===== config.mk =====
export PLATFORM = sky130hd
export DESIGN_NAME = fetch_stage
export DESIGN_NICKNAME = d
export VERILOG_FILES = /design/src/rtl/fetch_stage.sv
export SDC_FILE = /design/constraint.sdc
export NUM_CORES = 1
export LEC_CHECK = 0
export ABC_AREA = 1
export CAP_MARGIN = 20
export CORE_ASPECT_RATIO = 2
export CORE_MARGIN = 1.5
export CORE_UTILIZATION = 50
export CTS_CLUSTER_DIAMETER = 50
export DETAILED_ROUTE_END_ITERATION = 8
export GPL_ROUTABILITY_DRIVEN = 1
export PLACE_DENSITY = 0.94
export SYNTH_ARGS = -nofsm -noshare
export SYNTH_HDL_FRONTEND = slang
export SYNTH_SLANG_ARGS = --single-unit

===== constraint.sdc =====
create_clock -name clk -period 5.4 [get_ports clk]
set_input_delay 1.35 -clock clk [delete_from_list [all_inputs] [get_ports clk]]
set_output_delay 1.35 -clock clk [all_outputs]
set_load 0.05 [all_outputs]

===== src/rtl/fetch_stage.sv =====
`default_nettype none
// ============================================================================
//  Module      : fetch_stage
//  Description : IF stage of the 5-stage MIPS pipeline. Owns the program
//                counter and the IF/ID pipeline register. Drives the fetch
//                address to a combinational instruction memory and captures
//                the returned word. Honours stall from the hazard unit and
//                flush/redirect from branch resolution in ID.
//  Revision    : 1.0 - initial release
// ----------------------------------------------------------------------------
//  Ports
//    clk            in   rising-edge clock
//    rst            in   asynchronous active-high reset
//    instr_i        in   [31:0] imem word for pc_o (same cycle)
//    stall_i        in   hold PC and IF/ID
//    flush_i        in   squash the word fetched this cycle
//    redirect_i     in   load PC from redirect_pc_i
//    redirect_pc_i  in   [31:0] branch/jump target (byte address)
//    pc_o           out  [31:0] current fetch address
//    ifid_instr_o   out  [31:0] IF/ID instruction
//    ifid_pc4_o     out  [31:0] IF/ID PC+4 of the captured instruction
//    ifid_valid_o   out  IF/ID holds a real fetched instruction
//    halted_o       out  fetch ran past end of memory
//  Optional (macro FETCH_PERF_CNT_EN)
//    fetch_cnt_o    out  [31:0] valid IF/ID loads (saturating)
//    stall_cnt_o    out  [15:0] stalled edges in RUN (saturating)
//    flush_cnt_o    out  [15:0] applied redirects/flushes (saturating)
// ============================================================================
module fetch_stage #(
    parameter logic [31:0] RESET_PC   = 32'h0000_0000,
    parameter int          IMEM_WORDS = 64,
    parameter logic [31:0] NOP_WORD   = 32'h0000_0000
) (
    input  wire logic        clk,
    input  wire logic        rst,
    input  wire logic [31:0] instr_i,
    input  wire logic        stall_i,
    input  wire logic        flush_i,
    input  wire logic        redirect_i,
    input  wire logic [31:0] redirect_pc_i,
    output logic      [31:0] pc_o,
    output logic      [31:0] ifid_instr_o,
    output logic      [31:0] ifid_pc4_o,
    output logic             ifid_valid_o,
    output logic             halted_o
`ifdef FETCH_PERF_CNT_EN
    ,
    output logic      [31:0] fetch_cnt_o,
    output logic      [15:0] stall_cnt_o,
    output logic      [15:0] flush_cnt_o
`endif
);

    // 33 bits so the limit itself never wraps for large memories.
    localparam logic [32:0] c_pc_limit = 33'(IMEM_WORDS) << 2;

    typedef enum logic [1:0] {
        ST_BOOT = 2'd0,
        ST_RUN  = 2'd1,
        ST_END  = 2'd2
    } state_t;

    state_t      r_state;
    logic [31:0] r_pc;
    logic [31:0] r_ifid_instr;
    logic [31:0] r_ifid_pc4;
    logic        r_ifid_valid;

    state_t      w_state_nxt;
    logic [31:0] w_pc_nxt;
    logic [31:0] w_ifid_instr_nxt;
    logic [31:0] w_ifid_pc4_nxt;
    logic        w_ifid_valid_nxt;
    logic [31:0] w_pc_inc;
    logic [31:0] w_redir_pc;
    logic        w_inc_oob;
    logic        w_redir_oob;
    logic        w_load_valid;
    logic        w_stall_evt;
    logic        w_flush_evt;
    logic        w_unused_bits;

    // Low target bits are discarded by force-alignment.
    assign w_unused_bits = &{1'b0, redirect_pc_i[1:0]};

    assign w_pc_inc    = r_pc + 32'd4;
    assign w_redir_pc  = {redirect_pc_i[31:2], 2'b00};
    assign w_inc_oob   = ({1'b0, w_pc_inc}   >= c_pc_limit);
    assign w_redir_oob = ({1'b0, w_redir_pc} >= c_pc_limit);

    always_comb begin
        w_state_nxt      = r_state;
        w_pc_nxt         = r_pc;
        w_ifid_instr_nxt = r_ifid_instr;
        w_ifid_pc4_nxt   = r_ifid_pc4;
        w_ifid_valid_nxt = r_ifid_valid;
        w_load_valid     = 1'b0;
        w_stall_evt      = 1'b0;
        w_flush_evt      = 1'b0;
        case (r_state)
            // One idle cycle for memory preload; redirect is ignored here.
            ST_BOOT: w_state_nxt = ST_RUN;
            ST_RUN: begin
                w_stall_evt = stall_i;
                if (redirect_i) begin
                    w_pc_nxt         = w_redir_pc;
                    w_ifid_instr_nxt = NOP_WORD;
                    w_ifid_pc4_nxt   = 32'd0;
                    w_ifid_valid_nxt = 1'b0;
                    w_flush_evt      = 1'b1;
                end else if (flush_i) begin
                    w_pc_nxt         = w_pc_inc;
                    w_ifid_instr_nxt = NOP_WORD;
                    w_ifid_pc4_nxt   = 32'd0;
                    w_ifid_valid_nxt = 1'b0;
                    w_flush_evt      = 1'b1;
                    if (w_inc_oob) w_state_nxt = ST_END;
                end else if (!stall_i) begin
                    w_pc_nxt         = w_pc_inc;
                    w_ifid_instr_nxt = instr_i;
                    w_ifid_pc4_nxt   = w_pc_inc;
                    w_ifid_valid_nxt = 1'b1;
                    w_load_valid     = 1'b1;
                    if (w_inc_oob) w_state_nxt = ST_END;
                end
            end
            ST_END: begin
                if (redirect_i) begin
                    w_pc_nxt         = w_redir_pc;
                    w_ifid_instr_nxt = NOP_WORD;
                    w_ifid_pc4_nxt   = 32'd0;
                    w_ifid_valid_nxt = 1'b0;
                    w_flush_evt      = 1'b1;
                    w_state_nxt      = w_redir_oob ? ST_END : ST_RUN;
                end else if (!stall_i) begin
                    w_ifid_instr_nxt = NOP_WORD;
                    w_ifid_pc4_nxt   = 32'd0;
                    w_ifid_valid_nxt = 1'b0;
                end
            end
            default: w_state_nxt = ST_BOOT;
        endcase
    end

    always_ff @(posedge clk or posedge rst) begin
        if (rst) begin
            r_state      <= ST_BOOT;
            r_pc         <= RESET_PC;
            r_ifid_instr <= NOP_WORD;
            r_ifid_pc4   <= 32'd0;
            r_ifid_valid <= 1'b0;
        end else begin
            r_state      <= w_state_nxt;
            r_pc         <= w_pc_nxt;
            r_ifid_instr <= w_ifid_instr_nxt;
            r_ifid_pc4   <= w_ifid_pc4_nxt;
            r_ifid_valid <= w_ifid_valid_nxt;
        end
    end

    assign pc_o         = r_pc;
    assign ifid_instr_o = r_ifid_instr;
    assign ifid_pc4_o   = r_ifid_pc4;
    assign ifid_valid_o = r_ifid_valid;
    assign halted_o     = (r_state == ST_END);

`ifdef FETCH_PERF_CNT_EN
    logic [31:0] r_fetch_cnt;
    logic [15:0] r_stall_cnt;
    logic [15:0] r_flush_cnt;

    always_ff @(posedge clk or posedge rst) begin
        if (rst) begin
            r_fetch_cnt <= 32'd0;
            r_stall_cnt <= 16'd0;
            r_flush_cnt <= 16'd0;
        end else begin
            if (w_load_valid && (r_fetch_cnt != '1)) r_fetch_cnt <= r_fetch_cnt + 32'd1;
            if (w_stall_evt  && (r_stall_cnt != '1)) r_stall_cnt <= r_stall_cnt + 16'd1;
            if (w_flush_evt  && (r_flush_cnt != '1)) r_flush_cnt <= r_flush_cnt + 16'd1;
        end
    end

    assign fetch_cnt_o = r_fetch_cnt;
    assign stall_cnt_o = r_stall_cnt;
    assign flush_cnt_o = r_flush_cnt;
`else
    logic w_unused_evt;
    assign w_unused_evt = &{1'b0, w_load_valid, w_stall_evt, w_flush_evt};
`endif

endmodule
`default_nettype wire

# ---- Yosys cells after proc, flatten, opt, wreduce, memory -nomap -nowiden
# Index checks and enable logic that the tools add are counted.
dict set report word_totals {
  inputBits 69
  output_inout_bits 98
  word_cells 47
  ff_bits 99
}
dict set report classes {
  addsub 1
  n_mux 27
  n_eq_ne 7
  n_reduce_logical 5
  order_cmp 2
}
# op count
set op_table {}
lappend op_table {{$mux W32} 11}
lappend op_table {{$pmux W32 S2} 3}
lappend op_table {{$ge A32 B9 Y1 const B} 2}
lappend op_table {{$add A32 B3 Y32 const B} 1}
lappend op_table {{$mux W2} 6}
lappend op_table {{$reduce_and A3 Y1} 3}
lappend op_table {{$ne A3 B3 Y1 const B} 2}
lappend op_table {{$pmux W2 S3} 1}
lappend op_table {{$mux W1} 5}
lappend op_table {{$ne A2 B2 Y1 const B} 2}
lappend op_table {{$ne A4 B4 Y1 const B} 1}
lappend op_table {{$eq A2 B1 Y1 const B} 1}
lappend op_table {{$eq A2 B2 Y1 const B} 1}
lappend op_table {{$logic_not A2 Y1} 1}
lappend op_table {{$pmux W1 S2} 1}
lappend op_table {{$reduce_bool A2 Y1} 1}

# ---- Logic depth before layout (Yosys ltp)
# Gate-level depths: netlist of the first run.
dict set report logic_depth {
  word_depth 7
  ltp_mapped 16
  depth_no_buf 16
}

# ---- Worst setup path before layout of the first run
# No wires, ideal clock.
dict set report synth_timing {
  path_type {in2reg}
  from {in redirect_i}
  to {reg r_ifid_pc4[2], in the netlist ifid_pc4_o[2]}
  required_time_ns 5.245
  stages 7
  path_buffers 2
  setup_time_ns 0.155
  arrival_ns 2.424
  slack_ns 2.821
  cell_sequence {inv_1 > nand4_1 > o21ai_0 > a21oi_1 > clkbuf_1 > clkbuf_1 > o22ai_1}
}
dict set report synth_between {
  elab_chain_len 2
  word_cells_on_any_way 6
  classes_between {eq/ne: 2; mux: 3; reduce/logical: 1}
}
# item line_no
set synth_lines {}
lappend synth_lines {{from (decl)} 39} ;# input wire logic redirect_i,
lappend synth_lines {{$ne A4 B4 Y1 (no source line) (tied with other cells)} --}
lappend synth_lines {{$reduce_and A3 Y1 (no source line) or $pmux W32 S2 (tied branches)} --}
lappend synth_lines {{to (signal assigned)} 156} ;# r_ifid_pc4 <= w_ifid_pc4_nxt;
lappend synth_lines {{to (decl)} 66} ;# logic [31:0] r_ifid_pc4;
# Several ways; a longest one is shown, not always the timed one.
# A chain may end at the register's enable or synchronous reset.

# ---- Worst setup path in the final report of the first run
dict set report layout_timing {
  from {in redirect_i}
  to {reg r_ifid_pc4[4], in the netlist ifid_pc4_o[4]}
}
# Same word-level chain as after synthesis.

==> out/results.tsv, run 1 <==
metric	value	unit
synthSimpleGateAreaFrac	21.1	%
setup-violations-final	0	
critical_path.reg2reg.endpoint	ifid_pc4_o[4]	
clock_skew	0.00883	ns
cts_made_buffers	9	
slew_violations	0	
rsz0062_at_grt	no	
ant_nets	0	
dieArea	10900	um^2
status	complete, no violations	
synthMuxAreaShare	0	%
synthesis.area	5140	um^2
reg2regPathDepth	6	
clock_path_buffers	2	
timing.fmax	271	MHz
post_dp_cell_area	6890	um^2
ios	167	
synth_top_area_share	46.7	%
dieHeight	146	um
min_from	ifid_pc4_o[14]	
area_delta_synth_final	40.2	%
gr-total-overflow	0	
drive_above_1_share	4.37	%
p_seq_share	25.6	%
clockRootBuffer	clkbuf_16	
synth_cells	689	
layout_commonest_cell	inv_1	
wirelength	15.4	mm
routabilityCongestion	0.983	
tightestPinTransition	1.03	ns
maxCapViolations	0	
rrSetupSlack	2.71	ns
die_x	74.7	um
cp_max_fo	27	
fin_area	7210	um^2
wire_per_inst	15.7	um
initialDrtViolationCount	303	
viasPerCell	5.34	
clkTransAtPathRegs	0.07	ns
yosysTopAreaCell	dfrtp_1	
grt_pass1_vias	4971	
critPathBufInv	3	
hold_buffers	0	
seq_area_frac_synth	46.7	%
diodes	0	
power_density	736	nW/um^2
cts_tree	yes	
period_minus_slack	3.69	ns
drt_pass1_iterations	5	
worstHoldEndpoint	ifid_pc4_o[14]	
syn_avg_cell_area	7.46	um^2
p_sw	2.86	mW
grt_start_max_net_pins	79	
worstSetupStartpointType	input port	
cts_resized	0	
core_region_area	10100	um^2
portBuffers	162	
rows	52	
post_cts_buffers	0	
synth_top_family_by_area	simple AND/OR/NAND/NOR gates	
nets	917	
h-tree-depth	3	
synth_warnings	0	
swShare	53.8	%
gr-usage-all-layers	29.1	%
synth_xor_xnor_area_share	0.682	%
slew_headroom	31.5	%
crit_family	buffers and inverters	
worst_setup_path_end_kind	flip-flop	
cp_slowest_cell	clkdlybuf4s50_1	
timing.setup.tns	0	ns
timing.final.crit_share	68.3	%
synthDistinctLibCells	27	
grt_pass1_wl	24.0	mm
combPwrFrac	62.2	%
max_stage_delay	0.53	ns
holdPathStages	2	
rr_startpoint	r_state[0]	
hold_class	reg2reg	
intPower	2.45	mW
crit_arrival	3.91	ns
final_cell_mix	inv_1, clkdlybuf4s50_1, nand2_1	
clock-sinks	96	
final-hold-violation-count	0	
worstPathRequired	5.62	ns
place_hpwl	11.5	mm
synth-compound-area-share	16.0	%
clkLatencyLatePin	0.34	ns
cp_cell_sequence	clkdlybuf4s50_1 > inv_1 > nand4_1 > o21ai_0 > a21oi_4 > nand3_2 > buf_4 > o32ai_1	
pwr-share-clk	12.2	%
ys_seq_elements	96	
grt_antenna_before_repair	0	
peakVddDrop	0.000596	V
yosys-top-cells-area	dfrtp_1, inv_1, o22ai_1	
route.detailed.drc	0	
p_leak	3.35	nW
timing_worst_setup_path_type	in2reg	
initial_core_util	51.0	%
synth_fa_ha_area_share	1.22	%
num_vias	5243	
==> flip-flops by register name, summed over array words and instances, names as in the netlist <==
name,cells
ifid_pc4_o,31
pc_o,30
ifid_instr_o,32
r_state,2
ifid_valid_o,1
==> worst max path at each step <==
stage,depth (start not counted),start,end,slack (ns)
finish,8,redirect_i,ifid_pc4_o[4],1.71
global placement,8,redirect_i,ifid_pc4_o[4],1.52
floorplan,1,rst,ifid_instr_o[0],1.54
detailed placement,8,redirect_i,ifid_pc4_o[4],1.43
global route,8,redirect_i,ifid_pc4_o[4],1.52
CTS,8,redirect_i,ifid_pc4_o[4],1.71
==> through the flow <==
stage          util, %  instances  worst slack [ns]  total power [mW]  hold slack, ns
3_5_place_dp      68.3        966              1.43              4.63           0.517
5_1_grt           71.5        982              1.52              5.61           0.560
2_1_floorplan        -        690              1.54              3.54           0.494
6_report          71.5        982              1.71              5.31           0.537
3_3_place_gp      68.3        966              1.52              4.56           0.501
4_1_cts           71.2        981              1.71              5.29           0.528
==> Yosys cell counts (all sizes together) <==
cell    number
inv        164
nand2      119
dfrtp       96
o22ai       86
nor2        77
o21ai       37
nand3       34
clkbuf      23
a21oi       13
nand4       11
nor3         6
ha           5
buf          4
xor2         4
a31oi        3
nor4         3
and3         1
conb         1
o211ai       1
o32ai        1
==> area by class of cell <==
| class | count | area [um^2] |
|---|---|---|
| fillers | 797 | 2880 |
| flip-flops and latches | 96 | 2400 |
| multi-input cells | 403 | 2030 |
| repair buffers | 169 | 1690 |
| inverters | 164 | 618 |
| clock buffers | 9 | 225 |
| well taps | 135 | 169 |
| clock inverters | 6 | 67.6 |
==> routing by layer <==
layer | wire length (um) | global-route usage, %
met1 | 5430 | 31.7
met2 | 8310 | 51.0
met3 | 853 | 3.80
met4 | 855 | 17.6
met5 | 0 | 0
==> logic make-up (layout without fill, tap and decap cells) <==
| logic type | after synthesis | after routing |
|---|---|---|
| AOI/OAI and AO/OA | 141 | 141 |
| and+or+nand+nor | 251 | 251 |
| adders and majority gates | 5 | 5 |
| DFF | 96 | 96 |
| xor gates and xnor gates | 4 | 4 |
| other | 1 | 2 |
| buffers and inverters | 191 | 348 |
==> tightest hold or removal path, stage by stage (launching register included) <==
cell and delay [ns]:
dfrtp_1 0.37, inv_1 0.05, o22ai_1 0.07
==> power by group through the flow <==
stage	clock (mW)	combinational [mW]	sequential, mW
final	0.645	3.30	1.36
after global routing	0.683	3.53	1.40
after CTS	0.654	3.29	1.35
after detailed placement	0	3.27	1.36
after global placement	0	3.22	1.34
after floorplan	0	1.11	2.43
No activity file was read; power rests on OpenSTA's default activity.
==> inputs of run 2 (changes only) <==
- CORE_UTILIZATION: 50 -> 47
- PLACE_DENSITY: 0.94 -> 0.89
- clock period: 5.4 -> 3.8 ns (I/O delays scaled with it)
==> run 2 against run 1 <==
  * Final area about the same
  * Cell count increased by 0.41%
  * Total power increased by 41%
  * Clock-buffer cell count increased by 2
  * Critical path depth decreased by 5
  * Critical path type is now reg2out
==> out/results.tsv, run 2 (same netlist as run 1, synthesis figures left out) <==
metric	value	unit
portBuffers	162	
maxCapViolations	0	
slew_violations	0	
wire_per_inst	15.5	um
routabilityCongestion	0.987	
cp_max_fo	5	
nets	918	
hold_buffers	0	
viasPerCell	5.28	
cts_made_buffers	9	
initial_core_util	48.4	%
worst_slack	0.865	ns
p_leak	3.36	nW
hold_class	reg2reg	
ios	167	
cp_slowest_cell	clkdlybuf4s50_1	
clock_skew	0.00741	ns
core_region_area	10600	um^2
crit_arrival	1.99	ns
timing.setup.tns	0	ns
crit_family	buffers and inverters	
swShare	54.0	%
combPwrFrac	62.8	%
rows	53	
timing.final.crit_share	77.2	%
h-tree-depth	3	
power	7.49	mW
fin_cells	986	
initialDrtViolationCount	275	
dp.cells	970	
clockRootBuffer	clkbuf_16	
ant_nets	0	
gr-total-overflow	0	
route.detailed.drc	0	
layout_commonest_cell	inv_1	
place_hpwl	11.5	mm
drive_above_1_share	4.48	%
intPower	3.45	mW
slew_headroom	54.3	%
drt-met1-wl	5.50	mm
post_cts_buffers	0	
p_sw	4.05	mW
peakVddDrop	0.000650	V
rrSetupSlack	1.21	ns
grt_pass1_vias	5053	
power_density	1040	nW/um^2
clock-sinks	96	
critPathBufInv	2	
max_stage_delay	0.83	ns
rsz0062_at_grt	no	
tightestPinTransition	0.685	ns
dieArea	11600	um^2
clkTransAtPathRegs	0.07	ns
clkLatencyLatePin	0.34	ns
setup-violations-final	0	
cp_cell_sequence	inv_1 > ha_1 > clkdlybuf4s50_1	
grt_start_max_net_pins	97	
final_cell_mix	inv_1, clkdlybuf4s50_1, nand2_1	
clock_path_buffers	2	
timing_worst_setup_path_type	reg2out	
dieHeight	151	um
cts_tree	yes	
worstPathRequired	2.85	ns
gr-usage-all-layers	26.9	%
pwr-share-clk	11.5	%
die_x	76.9	um
final-hold-violation-count	0	
met3WireLength	769	um
status	complete, no violations	
grt_pass1_wl	24.2	mm
num_vias	5202	
grt_antenna_before_repair	0	
cts_resized	0	
timing.fmax	341	MHz
area_delta_synth_final	40.3	%
wl_met2	8.14	mm
largest_reg_flops	32	
place_ws	0.871	ns
dr.max_layer_used	met4	
wirelength	15.3	mm
worst_setup_path_end_kind	output port	
period_minus_slack	2.94	ns
drt_pass1_iterations	7	
p_seq_share	25.7	%
diodes	0	
worstSetupStartpointType	flip-flop	
[run 2: layout make-up]
cell class                      instances  area (um^2)
Timing Repair Buffer                  170         1710
Clock inverter                          5         38.8
Sequential cell                        96         2400
Multi-Input combinational cell        403         2030
Tap cell                              137          171
Fill cell                             867         3400
Clock buffer                           11          243
Inverter                              164          618
[run 2: worst paths after layout]
kind,from,endpoint,depth (start not counted)
min in group asynchronous,rst,ifid_instr_o[6],3
setup reg to reg,pc_o[2],r_state[0],12
hold reg to reg,ifid_pc4_o[1],ifid_pc4_o[1],2
setup / recovery,r_state[0],halted_o,3
max in group asynchronous,rst,ifid_pc4_o[8],3
hold / removal,ifid_pc4_o[1],ifid_pc4_o[1],2
[run 2: power by group through the flow]
stage	registers, mW	logic, mW	clock network (mW)
floorplan	3.45	1.58	0
global placement	1.91	4.61	0
detailed placement	1.93	4.69	0
CTS	1.91	4.70	0.878
global route	1.98	5.00	0.927
finish	1.92	4.71	0.861
[run 2: metal layers]
| layer | GRT usage, % | vias up |
|---|---|---|
| li1 | - | 2520 |
| met1 | 29.0 | 2414 |
| met2 | 48.6 | 221 |
| met3 | 3.61 | 47 |
| met4 | 17.7 | 0 |
| met5 | 0 | - |
[run 2: metrics by stage]
step	cell area, um^2	util (%)	hold WS, ns
after floorplan	5140	-	0.494
final	7210	68.0	0.525
after CTS	7210	68.0	0.530
after global routing	7210	68.0	0.550
after global placement	6930	65.3	0.500
after detailed placement	6930	65.3	0.520
[run 2: worst min-delay path, cell delays in order (launching register included)]
cell,delay [ns]
dfrtp_1,0.39
inv_1,0.06
nor2_1,0.04
